### src/rtl/pm_reset_sequencer.sv
// pm_reset_sequencer: debounced power-good qualification, reset hold-off, trip latching and warn counting.
module pm_reset_sequencer #(
  parameter int NumConverters = 8,
  parameter int DebounceCycles = 16,
  parameter int HoldoffCycles = 32,
  parameter int AutoRetry = 0
) (
  input  logic        clock,
  input  logic        reset,
  input  logic [31:0] pgood_bus,
  input  logic        fault,
  input  logic        warn,
  input  logic        eoc,
  input  logic        clear,
  output logic        sys_reset,
  output logic        power_ok,
  output logic        fault_latched,
  output logic [1:0]  trip_src,
  output logic [31:0] fail_mask,
  output logic [7:0]  warn_count,
  output logic [2:0]  state
);
  typedef enum logic [2:0] {QUALIFY = 3'd0, HOLDOFF = 3'd1, RUN = 3'd2, TRIP = 3'd3} state_t;
  localparam logic [31:0] Mask = NumConverters >= 32 ? 32'hFFFF_FFFF : (32'd1 << NumConverters) - 32'd1;
  localparam logic [15:0] DebLast = 16'(DebounceCycles - 1);
  localparam logic [15:0] HoldLast = 16'(HoldoffCycles - 1);
  state_t st, st_n;
  logic [15:0] cnt, cnt_n;
  logic [31:0] lost;
  logic good, trip, retry;
  assign lost = ~pgood_bus & Mask;
  assign good = ~|lost & ~fault;
  assign retry = (AutoRetry != 0) && cnt == HoldLast;
  assign state = st;
  always_comb begin
    st_n = st;
    cnt_n = 16'd0;
    trip = 1'b0;
    case (st)
      QUALIFY: begin
        st_n = good && cnt == DebLast ? HOLDOFF : QUALIFY;
        cnt_n = good && cnt != DebLast ? cnt + 16'd1 : 16'd0;
      end
      HOLDOFF: begin
        st_n = !good ? QUALIFY : cnt == HoldLast ? RUN : HOLDOFF;
        cnt_n = good && cnt != HoldLast ? cnt + 16'd1 : 16'd0;
      end
      RUN: begin
        trip = !good;
        st_n = good ? RUN : TRIP;
      end
      TRIP: begin
        st_n = clear || retry ? QUALIFY : TRIP;
        cnt_n = clear || retry || AutoRetry == 0 ? 16'd0 : cnt + 16'd1;
      end
      default: st_n = TRIP;
    endcase
  end
  // a trip on the same edge as clear keeps only the freshly captured status
  always_ff @(posedge clock or posedge reset) begin
    if (reset) begin
      st <= QUALIFY;
      cnt <= 16'd0;
      sys_reset <= 1'b1;
      power_ok <= 1'b0;
      fault_latched <= 1'b0;
      trip_src <= 2'b0;
      fail_mask <= 32'd0;
      warn_count <= 8'd0;
    end else begin
      st <= st_n;
      cnt <= cnt_n;
      sys_reset <= st_n != RUN;
      power_ok <= st_n == RUN;
      fault_latched <= trip | (fault_latched & ~clear);
      fail_mask <= (clear ? 32'd0 : fail_mask) | (trip ? lost : 32'd0);
      trip_src <= (clear ? 2'b0 : trip_src) | (trip ? {fault, |lost} : 2'b0);
      warn_count <= clear ? 8'd0 : eoc && warn && warn_count != 8'hFF ? warn_count + 8'd1 : warn_count;
    end
  end
endmodule

### config.mk
export PLATFORM = sky130hd
export DESIGN_NAME = pm_reset_sequencer
export DESIGN_NICKNAME = d
export VERILOG_FILES = /design/src/rtl/pm_reset_sequencer.sv
export SDC_FILE = /design/constraint.sdc
export NUM_CORES = 1
export LEC_CHECK = 0
export ABC_AREA = 1
export BUFFER_PORTS_ARGS = -buffer_cell sky130_fd_sc_hd__clkbuf_2
export CORE_MARGIN = 2
export CORE_UTILIZATION = 54
export DETAILED_ROUTE_END_ITERATION = 8
export PLACE_DENSITY = 0.84
export SLEW_MARGIN = 20
export SYNTH_ARGS = -nofsm -noshare
export SYNTH_HDL_FRONTEND = slang
export SYNTH_SLANG_ARGS = --single-unit
### constraint.sdc
create_clock -name clock -period 3.9 [get_ports clock]
set_input_delay 0.78 -clock clock [delete_from_list [all_inputs] [get_ports clock]]
set_output_delay 0.78 -clock clock [all_outputs]
set_load 0.005 [all_outputs]
==> results of run 1 <==
[how the worst max path moves through the flow]
stage                             end  slack (ns)  cells after the start
3_3_place_gp      sys_reset$_DFF_PP1_        2.01                      8
5_1_grt        fail_mask[4]$_DFF_PP0_        1.85                      4
3_5_place_dp      sys_reset$_DFF_PP1_        2.00                      8
2_1_floorplan        cnt[0]$_DFF_PP0_        2.23                      1
4_1_cts                      state[1]        2.01                      1
6_report                     state[1]        2.01                      1
[metal layers]
metal,global-route usage [%],wire length [um],up-vias
met2,35.2,2280,61
met3,4.76,284,9
met5,0,0,-
met4,7.69,63,0
li1,-,-,1069
met1,24.6,2100,961
[power by group through the flow]
stage / sequential (W) / clock, W / combinational (W)
6_report: 0.000407 / 0.000346 / 0.0000358
5_1_grt: 0.000407 / 0.000368 / 0.0000422
4_1_cts: 0.000407 / 0.000354 / 0.0000361
3_5_place_dp: 0.000415 / 0 / 0.0000360
3_3_place_gp: 0.000415 / 0 / 0.0000354
2_1_floorplan: 0.000415 / 0 / 0.0000398
[registers in the layout, summed over array words and instances, names as in the netlist]
name	cells
state	2
trip_src	2
power_ok	1
fault_latched	1
warn_count	8
sys_reset	1
cnt	16
fail_mask	8
[tightest hold or removal path, cell delays in order (launching register included)]
cell and delay, ns:
dfrtp_1 0.35, nand2_1 0.05, o21ai_0 0.06
[metrics by stage]
| step | instance area, sq um | hold WS, ns | cells |
|---|---|---|---|
| floorplan | 2480 | 0.474 | 353 |
| global placement | 2500 | 0.466 | 412 |
| detailed placement | 2500 | 0.473 | 412 |
| CTS | 2620 | 0.492 | 420 |
| global route | 2620 | 0.520 | 420 |
| finish | 2620 | 0.489 | 420 |
[synth_stat cells (2+ instances only)]
cell type,number,area (sq um)
inv_2,3,11.3
or2_2,2,12.5
xor2_1,3,26.3
o21ai_0,21,105
a21oi_1,3,15.0
o21bai_1,2,15.0
inv_1,31,116
nor2_2,14,87.6
nor2_1,55,206
ha_1,2,25.0
dfrtp_1,38,951
buf_4,25,188
nand4_1,9,56.3
nand3_1,32,160
nand2_1,76,285
nor2_4,2,22.5
[cells by family after synthesis]
logic type | after synthesis | share of synthesized area, %
DFF | 39 | 40.9
buffers and inverters | 64 | 15.0
and+or+nand+nor | 193 | 35.7
xor gates and xnor gates | 3 | 1.10
AOI/OAI and AO/OA | 27 | 6.03
other | 1 | 0.157
adders and majority gates | 2 | 1.05
[cell type report]
cell class	instances	area, sq um
clock buffers	6	82.6
clock inverters	2	35.0
fillers	387	1680
inverters	34	128
multi-input cells	250	1140
flip-flops and latches	39	977
well taps	52	65.1
repair buffers	37	188
==> impl_metrics.ini, run 1 <==
[pwr]
leakage_nw = 1.36
vdd_drop_max_v = 0.000115
seqPwrFrac_pct = 51.6
power_w = 0.000789
p_clk_share_pct = 43.9
p_comb_share_pct = 4.5
p_sw_share_pct = 21.2
power_density_mw_per_mm2 = 302
p_int_w = 0.000621
netSwitchingPower_w = 0.000167

[setup_path]
r2r_slack_ns = 2.06
cp_slowest_cell = dfrtp_1
critPathLaunch = state[1]$_DFF_PP0_
reg2regPathDepth = 4
required_ns = 3.12
setup.worst_path.start_class = flop
critPathMaxFanout = 12
arrival_ns = 1.11
rr_endpoint = fail_mask[4]$_DFF_PP0_
cp-end-kind = output port
slowest_delay_ns = 0.62
critPathKind = flop to output port
cpLargestDelayFamily = flip-flops
r2r_start = state[1]$_DFF_PP0_
path_cells = clkbuf_2
critPathBufInv = 1

[floorplan]
core_sq_mm = 0.00429
rows = 24
die_height_um = 70.5
dieArea_sq_mm = 0.00497
num_io_pins = 86
initial_utilization_pct = 55.6
die_w_um = 70.5

[timing]
finalHoldViolations = 0
max_freq_ghz = 0.530
fin_ws_ns = 2.01
finalSetupViolations = 0
period_share_pct = 48.4
worst_pin_slew_ns = 0.534
final.setup.tns_ns = 0
finClkSkew_ns = 0.00618
max-slew-margin-rel_pct = 64.2
grt_setup_unrepaired = no
min_period_ns = 1.89
drv_slew = 0

[detailed_routing]
viasPerCell = 5.00
vias = 2100
wl_per_cell_um = 11.3
dr.first_iter.drc_count = 141
wl_mm = 4.73
dr.pass1.iters = 4
drcViolationCount = 0
ant_nets = 0

[synth]
syn-cell-area_sq_mm = 0.00239
ys_seq_area_share_pct = 40.9
synth_cell_type_count = 27
synthFlopType = dfrtp_1
yosys_warnings = 0
synthCells = 329
ys_ff_latch = 39
synth_edf_count = 0
syn_area_per_cell_sq_um = 7.26
synthArstFlopShare_pct = 100

[min_path]
hold_class = flop to flop
hold_end = fail_mask[3]$_DFF_PP0_
min_path_cells = 2
hp-start = fail_mask[3]$_DFF_PP0_

[clock_tree]
clk_path_buf_depth = 2
clock_latency_ns = 0.29
postCtsSetupRepairBufs = 0
hold_buffers = 0
clkTransAtPathRegs_ns = 0.08
cts_resized = 0
clock_sinks = 39
cts_tree = yes
h-tree-depth = 2
root_buffer = clkbuf_8
cts_inserted_buffers = 5

[layout]
drive_gt1_share_pct = 18.8
nets = 407
area_growth_pct = 9.59
utilization_pct = 60.9
final_common_cell = nand2_1
antenna_cells = 0
layout_common_cells = 76 x nand2_1, 55 x nor2_1, 38 x dfrtp_1

[grt]
grt_usage_pct = 20.4
grt_antenna_before_repair = 0
grt_max_degree = 40
grt_pass1_wl_mm = 8.17
gr-total-overflow = 0
grt_pass1_vias = 1923

[place]
dp_worst_setup_slack_ns = 2.00
place_congestion = 0.932
place_hpwl_mm = 3.50
portBuffers = 36

[status]
status = finished, final reports clean

[job]
maxCapViolations = 0
No activity file was read; power rests on OpenSTA's default activity.
==> inputs of run 2 (changes only) <==
Settings changed: CORE_UTILIZATION 54 to 50, PLACE_DENSITY 0.84 to 0.78.
Clock period 3.9 ns to 1.75 ns, I/O delays scaled along.
==> run 2 against run 1 <==
  * Combinational power increased by 130%
  * Count of clock-buffer cells in the layout unchanged
  * Global-route usage is 0.43 points lower
  * Die area rose by 7.5%
  * Sequential power up 120%
==> impl_metrics.ini, run 2 (synthesis gave the netlist of run 1 again) <==
[status]
status = finished, final reports clean

[job]
maxCapViolations = 0

[layout]
reg.largest.list = cnt x16, fail_mask x8, warn_count x8
area_growth_pct = 11.7
final_cells = 426
largest-register = cnt
nFillCells = 439
finalInstanceArea_sq_mm = 0.00267
antenna_cells = 0
final_common_cell = nand2_1
layout_common_cells = 76 x nand2_1, 54 x nor2_1, 38 x dfrtp_1
nets = 411
largest_reg_flops = 16
drive_gt1_share_pct = 19.6

[setup_path]
path_cells = ha_1, nand2_2, nor2_2, nand3_1, nand2_1, nand2_1, clkinv_2, nor2_1
cp_slowest_cell = dfrtp_1
crit_top_cell = nand2_1
slowest_delay_ns = 0.39
critPathLaunch = cnt[0]$_DFF_PP0_
required_ns = 1.97
critPathBufInv = 1
r2r_slack_ns = 0.16
arrival_ns = 1.81
critPathMaxFanout = 16
path_depth = 8
cp-end-kind = flop
critPathKind = flop to flop
reg2regPathDepth = 8
rr_endpoint = cnt[13]$_DFF_PP0_
crit_end = cnt[13]$_DFF_PP0_
r2r_start = cnt[0]$_DFF_PP0_
setup.worst_path.start_class = flop
cpLargestDelayFamily = simple AND/OR/NAND/NOR gates

[place]
place_congestion = 0.915
dp.cells = 418
portBuffers = 36
place_area_sq_mm = 0.00253
place_hpwl_mm = 3.62

[grt]
gr-total-overflow = 0
grt_antenna_before_repair = 0
grt_pass1_wl_mm = 8.34
grt_max_degree = 40
grt_usage_pct = 20.0
grt_pass1_vias = 1901

[floorplan]
rows = 25
num_io_pins = 86
core_sq_mm = 0.00466
initial_utilization_pct = 51.2
die_height_um = 73.1
dieArea_sq_mm = 0.00534
die_w_um = 73.1

[pwr]
leakage_nw = 1.38
p_sw_share_pct = 20.4
netSwitchingPower_w = 0.000382
vdd_drop_max_v = 0.000252
p_comb_share_pct = 4.3
power_w = 0.00188
seqPwrFrac_pct = 48.3
p_clk_share_pct = 47.4
power_density_mw_per_mm2 = 703
p_int_w = 0.00149

[detailed_routing]
wl_mm = 4.97
dr.pass1.iters = 4
wl_per_cell_um = 11.7
dr.first_iter.drc_count = 136
viasPerCell = 4.95
vias = 2107
drcViolationCount = 0
ant_nets = 0

[timing]
max_freq_ghz = 0.629
period_share_pct = 90.8
final.setup.tns_ns = 0
hold_slack_ns = 0.137
drv_slew = 0
finalHoldViolations = 0
finClkSkew_ns = 0.00848
grt_setup_unrepaired = no
finalSetupViolations = 0
min_period_ns = 1.59

[clock_tree]
h-tree-depth = 2
clkTransAtPathRegs_ns = 0.08
clk_path_buf_depth = 2
clock_latency_ns = 0.30
cts_inserted_buffers = 5
root_buffer = clkbuf_8
clock_sinks = 39
cts_tree = yes

[min_path]
hold_class = primary input to async pin
## run 2: cell types whose count changed in the layout (fill, tap and decap cells not counted), sizes merged
| cell | change |
|---|---|
| buf | +4 |
| bufinv | +1 |
| inv | -1 |
## run 2: timing repair
action | in CTS | in global routing
hold buffers | 0 | 0
gates resized for setup | 0 | 2
hold endpoints to repair | 0 | 0
endpoints found under the setup margin | 0 | 14
setup buffers | 0 | 0
## run 2: power by group through the flow
| stage | registers (W) | clock network, W | logic [W] |
|---|---|---|---|
| 2_1_floorplan | 0.000924 | 0 | 0.0000886 |
| 3_3_place_gp | 0.000924 | 0 | 0.0000794 |
| 3_5_place_dp | 0.000924 | 0 | 0.0000807 |
| 4_1_cts | 0.000906 | 0.000917 | 0.0000809 |
| 5_1_grt | 0.000907 | 0.000950 | 0.0000952 |
| 6_report | 0.000906 | 0.000889 | 0.0000807 |
## run 2: worst register-to-register path, cell delays in order, from the launching register on
cell      delay, ns
dfrtp_1        0.39
ha_1           0.22
nand2_2        0.12
nor2_2         0.07
nand3_1        0.13
nand2_1        0.07
nand2_1        0.08
clkinv_2       0.26
nor2_1         0.18
## run 2: worst min-delay path by stage
stage | start | end | slack (ns) | depth (start not counted)
after global routing | reset | warn_count[6]$_DFFE_PP0P_ | 0.20 | 3
after CTS | reset | warn_count[4]$_DFFE_PP0P_ | 0.15 | 3
final | reset | warn_count[6]$_DFFE_PP0P_ | 0.14 | 3
after global placement | reset | warn_count[6]$_DFFE_PP0P_ | 0.47 | 3
after detailed placement | fail_mask[2]$_DFF_PP0_ | fail_mask[2]$_DFF_PP0_ | 0.47 | 2
after floorplan | pgood_bus[0] | fail_mask[0]$_DFF_PP0_ | 0.46 | 1
## run 2: layout make-up
type / count / area [sq um] / share of cell area, %
multi-input combinational: 250 / 1140 / 42.9
inverter: 34 / 129 / 4.83
clock inverter: 2 / 60.1 / 2.25
clock buffer: 6 / 72.6 / 2.72
timing repair buffer: 41 / 218 / 8.16
sequential: 39 / 977 / 36.6
tap: 54 / 67.6 / 2.53
## run 2: per-layer routing
metal	track usage (%)	share of wire [%]	vias up
met5	0	0	-
met4	7.61	2.1	0
met3	3.31	5.2	12
met2	35.2	51	65
met1	24.2	42	956
li1	-	-	1074
## run 2: per-stage QoR
step | setup slack, ns | utilization (%)
after floorplan | 0.336 | -
after global placement | 0.141 | 54.3
after detailed placement | 0.120 | 54.3
after CTS | 0.0964 | 57.2
after global routing | 0.00573 | 57.2
final | 0.161 | 57.2
==> inputs of run 3 (changes only) <==
Settings changed: ABC_AREA 1 to not set, CORE_UTILIZATION 50 to 47, PLACE_DENSITY 0.78 to 0.77.
==> run 3 against run 2 <==
  * Critical path depth shrank 2
  * Non-clock buffer count shrank 2
  * Via count shrank 28%
  * Register-to-register slack lost 0.02 ns
  * Largest cell class is now registers
  * Cell area shrank 15%
  * Clock skew grew 0.00069 ns
  * Hold slack gained 0.0073 ns
==> impl_metrics.ini, run 3 <==
[setup_path]
rr_endpoint = cnt[10]$_DFF_PP0_
path_depth = 6
slowest_delay_ns = 0.39
reg2regPathDepth = 6
critPathKind = flop to flop
cpLargestDelayFamily = simple AND/OR/NAND/NOR gates
crit_end = cnt[10]$_DFF_PP0_
critPathMaxFanout = 16
cp_slowest_cell = dfrtp_1
r2r_slack_ns = 0.14
critPathLaunch = cnt[0]$_DFF_PP0_
required_ns = 1.92
cp-end-kind = flop
critPathBufInv = 1
arrival_ns = 1.79
r2r_start = cnt[0]$_DFF_PP0_
setup.worst_path.start_class = flop
path_cells = ha_1, and3_1, nand4_2, o211ai_2, buf_12, nor2_1

[grt]
grt_pass1_wl_mm = 6.29
grt_usage_pct = 16.2
met1_usage_pct = 20.4
met2_usage_pct = 25.3
gr-total-overflow = 0
grt_antenna_before_repair = 0
grtUsageMet3_pct = 4.65
grt_pass1_vias = 1363
grt_max_degree = 40
top_usage_layer = met2

[synth]
synth_top_area_share_pct = 46.9
synthFlopType = dfrtp_1
yosysTopAreaCell = dfrtp_1
synthArstFlopShare_pct = 100
syn-cell-area_sq_mm = 0.00203
yosys_warnings = 0
synth_edf_count = 0
synth_cell_type_count = 43
synth_most_common_cell = dfrtp_1
synthCells = 200
ys_seq_area_share_pct = 48.2
ys_ff_latch = 39
syn_area_per_cell_sq_um = 10.1
synthTopCellsByArea = dfrtp_1 47%, buf_4 9.3%, xnor2_1 5.2%
synth_commonest_cells = 38 x dfrtp_1, 25 x buf_4, 25 x nor2_1

[timing]
final.setup.tns_ns = 0
finalHoldViolations = 0
grt_setup_unrepaired = no
min_period_ns = 1.61
finClkSkew_ns = 0.00917
finalSetupViolations = 0
hold_slack_ns = 0.145
max_freq_ghz = 0.620
drv_slew = 0
period_share_pct = 92.2

[floorplan]
dieArea_sq_mm = 0.00485
die_height_um = 69.7
initial_utilization_pct = 49.6
rows = 23
core_sq_mm = 0.00409
die_w_um = 69.7
num_io_pins = 86

[layout]
area_growth_pct = 11.7
nFillCells = 386
final_cells = 289
antenna_cells = 0
utilization_pct = 55.4
finalInstanceArea_sq_mm = 0.00226
largest-register = cnt
reg.largest.list = cnt x16, fail_mask x8, warn_count x8
drive_gt1_share_pct = 21.8
final_common_cell = dfrtp_1
largest_reg_flops = 16
nets = 278
layout_common_cells = 38 x dfrtp_1, 36 x clkbuf_2, 25 x nor2_1, 25 x conb_1, 12 x xnor2_1

[pwr]
leakage_nw = 1.06
vdd_drop_max_v = 0.000340
power_density_mw_per_mm2 = 706

[detailed_routing]
viasPerCell = 5.25
wl_per_cell_um = 12.9
vias = 1518
wl_mm = 3.73
drcViolationCount = 0
dr.pass1.iters = 4
ant_nets = 0
dr.first_iter.drc_count = 82

[clock_tree]
clock_sinks = 39
clk_path_buf_depth = 2
root_buffer = clkbuf_8
cts_inserted_buffers = 5
cts_resized = 0
cts_tree = yes
hold_buffers = 0
postCtsSetupRepairBufs = 0
clkTransAtPathRegs_ns = 0.07
clock_latency_ns = 0.29
h-tree-depth = 2

[place]
place_congestion = 0.853
place_hpwl_mm = 2.65
portBuffers = 36
place_area_sq_mm = 0.00217
dp.cells = 281

[job]
maxCapViolations = 0

[min_path]
hold_class = primary input to async pin

[status]
status = finished, final reports clean
-- run 3: final cells by class --
class | instances | area, sq um | area share (%)
sequential | 39 | 977 | 43.2
multi-input combinational | 144 | 883 | 39.0
timing repair buffer | 39 | 215 | 9.51
clock buffer | 7 | 86.3 | 3.81
tap | 50 | 62.6 | 2.76
inverter | 9 | 33.8 | 1.49
clock inverter | 1 | 5.00 | 0.221
-- run 3: tightest hold or removal path: stages --
cell,delay [ns]
clkbuf_2,0.08
inv_1,0.04
buf_4,0.41
-- run 3: how the worst min path moves through the flow --
stage,cells after the start,to,startpoint
detailed placement,1,fail_mask[0]$_DFF_PP0_,fail_mask[0]$_DFF_PP0_
global route,3,fail_mask[1]$_DFF_PP0_,reset
floorplan,1,fail_mask[0]$_DFF_PP0_,pgood_bus[0]
global placement,3,warn_count[0]$_DFFE_PP0P_,reset
finish,3,warn_count[3]$_DFFE_PP0P_,reset
CTS,3,fault_latched$_DFF_PP0_,reset
-- run 3: logic make-up after synthesis --
family	after synthesis	share of synthesized area, %
AO/OA/AOI/OAI	29	11.4
buffers and inverters	41	12.7
flip-flops	39	48.2
adder cells (fa/ha/maj)	2	1.23
other	1	0.185
multiplexers	4	2.04
XOR/XNOR	16	6.91
AND/OR/NAND/NOR	68	17.3
-- run 3: routing by layer --
| metal | part of all wire (%) | routed length, um |
|---|---|---|
| met5 | 0 | 0 |
| met1 | 45 | 1670 |
| met3 | 6.2 | 232 |
| met2 | 48 | 1780 |
| met4 | 1.3 | 49 |
-- run 3: stage by stage --
step                      worst slack [ns]  power (W)
after CTS                            0.134    0.00162
after floorplan                      0.196    0.00101
after global routing                0.0477    0.00168
final                                0.137    0.00160
after global placement               0.182    0.00100
after detailed placement             0.143    0.00100
-- run 3: report_power, final --
| part | total [W] | internal [W] | switching (W) |
|---|---|---|---|
| Combinational | 0.0000760 | 0.0000213 | 0.0000547 |
| Sequential | 0.000909 | 0.000905 | 0.00000406 |
| Clock | 0.000612 | 0.000318 | 0.000295 |
